`config.mk`:
```
export PLATFORM = sky130hd
export DESIGN_NAME = membus_arbiter
export DESIGN_NICKNAME = d
export VERILOG_FILES = /design/src/rtl/membus_arbiter.sv
export SDC_FILE = /design/constraint.sdc
export NUM_CORES = 1
export LEC_CHECK = 0
export ABC_AREA = 1
export ABC_CLOCK_PERIOD_IN_PS = 6500
export CAP_MARGIN = 20
export CORE_AREA = 8 8 117 119
export CTS_BUF_LIST = sky130_fd_sc_hd__clkbuf_8
export DETAILED_ROUTE_END_ITERATION = 16
export DIE_AREA = 0 0 125 127
export PLACE_DENSITY = 0.69
export RECOVER_POWER = 100
export SYNTH_ARGS = -nofsm -noshare
export SYNTH_HDL_FRONTEND = slang
export SYNTH_SLANG_ARGS = --single-unit
```
`constraint.sdc`:
```
create_clock -name clk_gen -period 6.5 [get_ports clk_gen]
set_input_delay 1.3 -clock clk_gen [delete_from_list [all_inputs] [get_ports clk_gen]]
set_output_delay 1.3 -clock clk_gen [all_outputs]
set_load 0.01 [all_outputs]
```
`src/rtl/membus_arbiter.sv`:
```
// Two-master round-robin arbiter onto a single slave bus, with an in-order
// read-ID FIFO that routes responses back and forces a response on timeout.
module membus_arbiter #(
  parameter int MAX_OUTST    = 4,
  parameter int RESP_TIMEOUT = 256
) (
  input  logic                        clk_gen,
  input  logic                        srst,
  input  logic                        m0_req,
  input  logic                        m0_we,
  input  logic [31:0]                 m0_addr,
  input  logic [3:0]                  m0_be,
  input  logic [31:0]                 m0_wdata,
  output logic                        m0_ack,
  output logic                        m0_resp,
  output logic [31:0]                 m0_rdata,
  input  logic                        m1_req,
  input  logic                        m1_we,
  input  logic [31:0]                 m1_addr,
  input  logic [3:0]                  m1_be,
  input  logic [31:0]                 m1_wdata,
  output logic                        m1_ack,
  output logic                        m1_resp,
  output logic [31:0]                 m1_rdata,
  output logic                        s_req,
  output logic                        s_we,
  output logic [31:0]                 s_addr,
  output logic [3:0]                  s_be,
  output logic [31:0]                 s_wdata,
  input  logic                        s_ack,
  input  logic                        s_resp,
  input  logic [31:0]                 s_rdata,
  output logic [$clog2(MAX_OUTST):0]  outst_cnt,
  output logic                        err_timeout,
  output logic                        err_spurious,
  input  logic                        clr_err
);

  localparam int AW = $clog2(MAX_OUTST);
  localparam int CW = AW + 1;
  localparam int TW = $clog2(RESP_TIMEOUT + 1);

  logic                 prio;
  logic [MAX_OUTST-1:0] id_q;
  logic [AW-1:0]        wr_ptr;
  logic [AW-1:0]        rd_ptr;
  logic [CW-1:0]        cnt;
  logic [TW-1:0]        tcnt;

  logic full;
  logic empty;
  logic el0;
  logic el1;
  logic gnt0;
  logic gnt1;
  logic acc;
  logic push;
  logic pop;
  logic tmo;
  logic spur;
  logic head;

  assign full  = (cnt == CW'(MAX_OUTST));
  assign empty = (cnt == '0);
  assign head  = id_q[rd_ptr];

  // A read is ineligible while the ID FIFO is full; writes stay eligible.
  assign el0  = m0_req & ~(full & ~m0_we);
  assign el1  = m1_req & ~(full & ~m1_we);
  assign gnt1 = ~srst & el1 & (~el0 | prio);
  assign gnt0 = ~srst & el0 & ~gnt1;

  assign s_req   = gnt0 | gnt1;
  assign s_we    = gnt1 ? m1_we    : (gnt0 & m0_we);
  assign s_addr  = gnt1 ? m1_addr  : m0_addr;
  assign s_be    = gnt1 ? m1_be    : m0_be;
  assign s_wdata = gnt1 ? m1_wdata : m0_wdata;

  assign acc    = s_req & s_ack;
  assign m0_ack = acc & gnt0;
  assign m1_ack = acc & gnt1;
  assign push   = acc & ~s_we;

  assign tmo  = ~srst & ~empty & ~s_resp &
                (tcnt == TW'(RESP_TIMEOUT - 1));
  assign pop  = ~srst & ~empty & (s_resp | tmo);
  assign spur = ~srst & s_resp & empty;

  always_comb begin
    m0_resp  = 1'b0;
    m0_rdata = '0;
    m1_resp  = 1'b0;
    m1_rdata = '0;
    if (pop) begin
      if (head) begin
        m1_resp  = 1'b1;
        m1_rdata = s_resp ? s_rdata : 32'hDEAD_BEEF;
      end else begin
        m0_resp  = 1'b1;
        m0_rdata = s_resp ? s_rdata : 32'hDEAD_BEEF;
      end
    end
  end

  always_ff @(posedge clk_gen) begin
    if (srst) begin
      prio         <= 1'b0;
      wr_ptr       <= '0;
      rd_ptr       <= '0;
      cnt          <= '0;
      tcnt         <= '0;
      err_timeout  <= 1'b0;
      err_spurious <= 1'b0;
    end else begin
      if (acc)
        prio <= gnt0;
      if (push) begin
        id_q[wr_ptr] <= gnt1;
        wr_ptr       <= wr_ptr + AW'(1);
      end
      if (pop)
        rd_ptr <= rd_ptr + AW'(1);
      cnt  <= cnt + CW'(push) - CW'(pop);
      tcnt <= (empty | s_resp | tmo) ? '0 : tcnt + TW'(1);
      err_timeout  <= tmo  | (err_timeout  & ~clr_err);
      err_spurious <= spur | (err_spurious & ~clr_err);
    end
  end

  assign outst_cnt = cnt;

endmodule
```
==> flow_summary.ini, run 1 <==
[sta]
period_needed_ps = 5610
rsz0062_at_grt = no
finalMaxSlewViolations = 0
max_freq_mhz = 178
hold_viol = 0
maxSlewHeadroom_pct = 19.4
fin_skew_ps = 1.32
setup_tns_ps = 0
finalSetupViolations = 0
worst_pin_slew_ps = 1210
final.setup.worst_slack_ps = 888
period_share_pct = 86.3

[cts]
cts_resized = 0
cts_sinks = 23
clk_pin_slew_ps = 70
cts_hold_buf = 0
numCtsBuffers = 3
clock_latency_ps = 250
post-cts-setup-buffer-count = 0
ctsLongestPathBuffers = 2
cts_tree = done
root_buffer = clkbuf_8
h-tree-depth = 1

[logic_synthesis]
netlist_area_um2 = 2510
seq_area_frac_synth_pct = 19.9
yosysWarningCount = 0
synth_top_area_share_pct = 34.7
synth_cell_type_count = 29
syn-num-nets = 665
synth.area.top_cells = nand2_1 35%, nor2_1 16%, dfxtp_1 15%, inv_1 5.1%, edfxtp_1 4.8%
postSynthCellCount = 479
avgSynthCellArea_um2 = 5.24
synth_seq_cells = 23
yosysTopAreaCell = nand2_1

[setup_path]
r2r-start = outst_cnt[1]$_SDFF_PP0_
crit_type = in -> out
timing.critical_path.from = s_resp
worstPathRequired_ps = 5200
cp_max_fo = 32
cp.arrival_ps = 4310
cp-start-kind = input pin
cp-end-kind = primary output

[layout]
fin_nets = 969
diodes = 0
final_layout_size_suffix_gt1_share_pct = 2.05
n_fill_cell = 1242
area_growth_pct = 130
instances_no_fill = 929

[outcome]
status = completed

[power]
internal-power_uw = 493
p_per_area_nw_per_um2 = 143
switching_share_pct = 40.3
switchingPower_uw = 333
irDropWorstVdd_mv = 0.0814
clkPwrFrac_pct = 9.9
pwr-share-seq_pct = 21.7
p_leak_uw = 0.00288
pwr-share-comb_pct = 68.4

[placed_design]
dpl.hpwl_mm = 13.4
port_buffers = 319
placed_cells = 925
dpl_worst_slack_ps = 1330
gp_congestion = 0.868

[floorplanning]
dieArea_um2 = 15900
num_rows = 40
die_y_um = 127
fp.dieW_um = 125
start_util_pct = 21.3
coreArea_um2 = 11800
ioPinCount = 320

[drt]
ant_nets = 0
wl_mm = 15.0
wl_per_cell_um = 16.2
dr.pass1.iters = 4
route.detailed.drc = 0
via_count = 3884
drtIter0Drc = 88
vias_per_cell = 4.18

[grt]
grt_first_pass_wirelength_mm = 22.5
track_usage_pct = 17.9
antenna_found_initial = 0
grt_remaining_overflow = 0
grt_pass1_vias = 3886
grt_max_degree = 62

[worst_hold_path]
worstHoldStart = tcnt[0]$_SDFF_PP0_
min_path_type = reg -> reg

[flow_run]
max-cap-violations = 0
[layer usage]
| layer | track usage (%) | share of wire, % | up-vias |
|---|---|---|---|
| met5 | 0 | 0 | - |
| li1 | - | - | 2035 |
| met1 | 15.6 | 32 | 1631 |
| met3 | 9.44 | 14 | 10 |
| met2 | 35.3 | 53 | 208 |
| met4 | 4.01 | 1.8 | 0 |
[critical path, stage by stage]
cell           delay (ps)
dlygate4sd3_1         710
inv_1                 670
a21oi_1               220
inv_1                 240
nor2_4                 50
inv_2                 390
nor2_1                 90
dlygate4sd3_1         630
[cells in the mapped netlist]
| cell | number |
|---|---|
| nor2_1 | 106 |
| inv_2 | 7 |
| nor2_4 | 3 |
| fa_1 | 1 |
| nand3_1 | 10 |
| xnor2_1 | 1 |
| clkbuf_1 | 3 |
| nand4_1 | 3 |
| a32oi_1 | 1 |
| nand3_4 | 1 |
| dfxtp_1 | 19 |
| ha_1 | 8 |
| buf_4 | 1 |
| a21oi_2 | 2 |
| nor3_1 | 3 |
| xor2_1 | 1 |
| o21ai_0 | 3 |
| nor2_2 | 2 |
| a21oi_1 | 7 |
| buf_2 | 11 |
| nor3b_1 | 3 |
| edfxtp_1 | 4 |
| nor4_1 | 1 |
| buf_6 | 8 |
| nand3_2 | 1 |
| nand2_2 | 2 |
| nand2_4 | 1 |
| nand2_1 | 232 |
| inv_1 | 34 |
[final timing paths]
check	to	slack [ps]	depth (start not counted)
hold reg to reg	tcnt[0]$_SDFF_PP0_	450	1
setup / recovery	m0_rdata[13]	890	8
setup reg to reg	outst_cnt[2]$_SDFF_PP0_	3240	16
hold / removal	tcnt[0]$_SDFF_PP0_	450	1
[cells in the final DEF, fill, tap and decap left out]
cell type,instances
nand2_1,233
clkdlybuf4s50_1,180
dlygate4sd3_1,139
nor2_1,106
inv_1,39
dfxtp_1,19
nand3_1,12
a21oi_1,8
ha_1,8
edfxtp_1,4
nor2_4,3
inv_2,3
nor3_1,3
nand4_1,3
o21ai_0,3
nor3b_1,3
clkbuf_8,3
nor2_2,2
buf_4,2
nand2_2,1
nand2_4,1
a21oi_2,1
a32oi_1,1
xnor2_1,1
nor4_1,1
xor2_1,1
fa_1,1
clkbuf_1,1
[through the flow]
| stage | instance area (um^2) | utilization [%] | total power [uW] | hold slack (ps) |
|---|---|---|---|---|
| global route | 5760 | 48.8 | 895 | 480 |
| finish | 5760 | 48.8 | 827 | 451 |
| floorplan | 2510 | - | 438 | 418 |
| CTS | 5790 | 49.0 | 886 | 458 |
| detailed placement | 5750 | 48.7 | 803 | 440 |
| global placement | 5750 | 48.7 | 801 | 435 |
[layout make-up]
cell class                 count  area [um^2]  share of cell area (%)
clock buffer                   3         41.3                   0.716
clock inverter                 1         3.75                  0.0651
inverter                      41          154                    2.67
multi-input combinational    392         1670                    29.0
sequential                    23          500                    8.68
tap                          147          184                    3.19
timing repair buffer         322         3210                    55.7
[sequential cells by signal, indices dropped and copies added, names as in the netlist]
signal        count
tcnt              9
err_timeout       1
wr_ptr            2
outst_cnt         3
prio              1
id_q              4
rd_ptr            2
err_spurious      1
[cell families (layout without fill, tap and decap cells)]
logic type,after synthesis,count (layout),synth area share (%)
flops,23,23,19.9
buf+inv,64,367,12.7
simple gates,368,368,58.9
fa+ha+maj,9,9,4.78
compound gates,13,13,3.04
xor+xnor,2,2,0.698
[power by group through the flow]
stage / Sequential, uW / Clock (uW) / Combinational [uW]
after floorplan: 183 / 0 / 255
after global placement: 182 / 0 / 619
after detailed placement: 183 / 0 / 620
after CTS: 180 / 85.2 / 621
after global routing: 182 / 91.9 / 621
final: 179 / 81.7 / 566
Power figures use the tool's default switching activity.
==> run 2, diff against run 1 <==
--- a/config.mk
+++ b/config.mk
@@ -9,7 +9,7 @@
 export ABC_CLOCK_PERIOD_IN_PS = 6500
 export CAP_MARGIN = 20
 export CORE_AREA = 8 8 117 119
-export CTS_BUF_LIST = sky130_fd_sc_hd__clkbuf_8
+export CTS_BUF_LIST = sky130_fd_sc_hd__clkbuf_4 sky130_fd_sc_hd__clkbuf_8
 export DETAILED_ROUTE_END_ITERATION = 16
 export DIE_AREA = 0 0 125 127
 export PLACE_DENSITY = 0.69
==> flow_summary.ini, run 2 (synthesis gave the netlist of run 1 again) <==
[drt]
via_count = 3887
wl_mm = 15.0
drtIter0Drc = 89
route.detailed.drc = 0
vias_per_cell = 4.18
wl_per_cell_um = 16.2
ant_nets = 0
dr.pass1.iters = 4

[setup_path]
cp-end-kind = primary output
cp-start-kind = input pin
cp.arrival_ps = 4310
crit_type = in -> out
worstPathRequired_ps = 5200
cp_max_fo = 32
rrSetupSlack_ps = 3240

[sta]
hold_viol = 0
rsz0062_at_grt = no
maxSlewHeadroom_pct = 19.4
max_freq_mhz = 178
fin_skew_ps = 1.33
period_needed_ps = 5610
finalSetupViolations = 0
period_share_pct = 86.3
worst_pin_slew_ps = 1210
setup_tns_ps = 0
finalMaxSlewViolations = 0

[layout]
diodes = 0
largest_reg_flops = 9
final_common_cell = nand2_1
top_register = tcnt
n_fill_cell = 1241
fin_nets = 969
final_layout_size_suffix_gt1_share_pct = 2.17
layout_common_cells = 233 x nand2_1, 180 x clkdlybuf4s50_1, 139 x dlygate4sd3_1
area_growth_pct = 130
instances_no_fill = 929

[placed_design]
gp_congestion = 0.868
port_buffers = 319
dpl.hpwl_mm = 13.4
placed_cells = 925

[cts]
root_buffer = clkbuf_8
h-tree-depth = 1
post-cts-setup-buffer-count = 0
cts_hold_buf = 0
cts_resized = 0
clock_latency_ps = 250
cts_sinks = 23
ctsLongestPathBuffers = 2
cts_tree = done
numCtsBuffers = 3
clk_pin_slew_ps = 70

[floorplanning]
dieArea_um2 = 15900
start_util_pct = 21.3
ioPinCount = 320
coreArea_um2 = 11800
die_y_um = 127
num_rows = 40
fp.dieW_um = 125

[grt]
antenna_found_initial = 0
gr-usage-met2_pct = 35.3
top_usage_layer = met2
grt_util_met3_pct = 9.44
grt_remaining_overflow = 0
grt_max_degree = 62
grt_use_met1_pct = 15.6
grt_first_pass_wirelength_mm = 22.5
track_usage_pct = 17.9
grt_pass1_vias = 3888

[power]
p_leak_uw = 0.00288
irDropWorstVdd_mv = 0.0815
p_per_area_nw_per_um2 = 144

[outcome]
status = completed

[flow_run]
max-cap-violations = 0

[worst_hold_path]
min_path_type = reg -> reg
## run 2: cell types whose count changed in the layout (fill, tap and decap cells not counted), sizes merged
cell    previous run  this run
clkbuf             4         5
inv               42        41
## run 2: routing by layer
metal	routed length, um	vias up
li1	-	2034
met1	4770	1635
met2	7940	208
met3	2050	10
met4	269	0
met5	0	-
## run 2: path summary, 6_finish.rpt
check                               start  cells after the start                      end
hold reg to reg        tcnt[0]$_SDFF_PP0_                      1       tcnt[0]$_SDFF_PP0_
setup / recovery                   s_resp                      8             m0_rdata[13]
setup reg to reg  outst_cnt[1]$_SDFF_PP0_                     16  outst_cnt[2]$_SDFF_PP0_
hold / removal         tcnt[0]$_SDFF_PP0_                      1       tcnt[0]$_SDFF_PP0_
## run 2: critical path, cell delays in order
cell and delay, ps:
dlygate4sd3_1 710, inv_1 660, a21oi_1 220, inv_1 240, nor2_4 50, inv_2 390
nor2_1 90, dlygate4sd3_1 630
## run 2: cell type report
class | instances | area [um^2] | share of cell area, %
inverters | 41 | 154 | 2.67
flip-flops and latches | 23 | 500 | 8.68
multi-input cells | 392 | 1670 | 28.9
well taps | 147 | 184 | 3.19
repair buffers | 322 | 3210 | 55.7
clock buffers | 4 | 48.8 | 0.846
## run 2: power by group
group | leakage, uW | internal [uW] | switching, uW
clock network | 0.0000262 | 47.7 | 39.8
logic | 0.00266 | 291 | 275
registers | 0.000191 | 161 | 18.5
total | 0.00288 | 499 | 333
## run 2: through the flow
stage	setup WS [ps]	hold WS (ps)	power, uW	utilization, %	instance area, um^2
floorplan	2900	418	438	-	2510
global placement	1350	435	801	48.7	5750
detailed placement	1330	440	803	48.7	5750
CTS	1320	458	891	49.1	5800
global route	562	480	901	48.8	5770
finish	893	451	832	48.8	5770
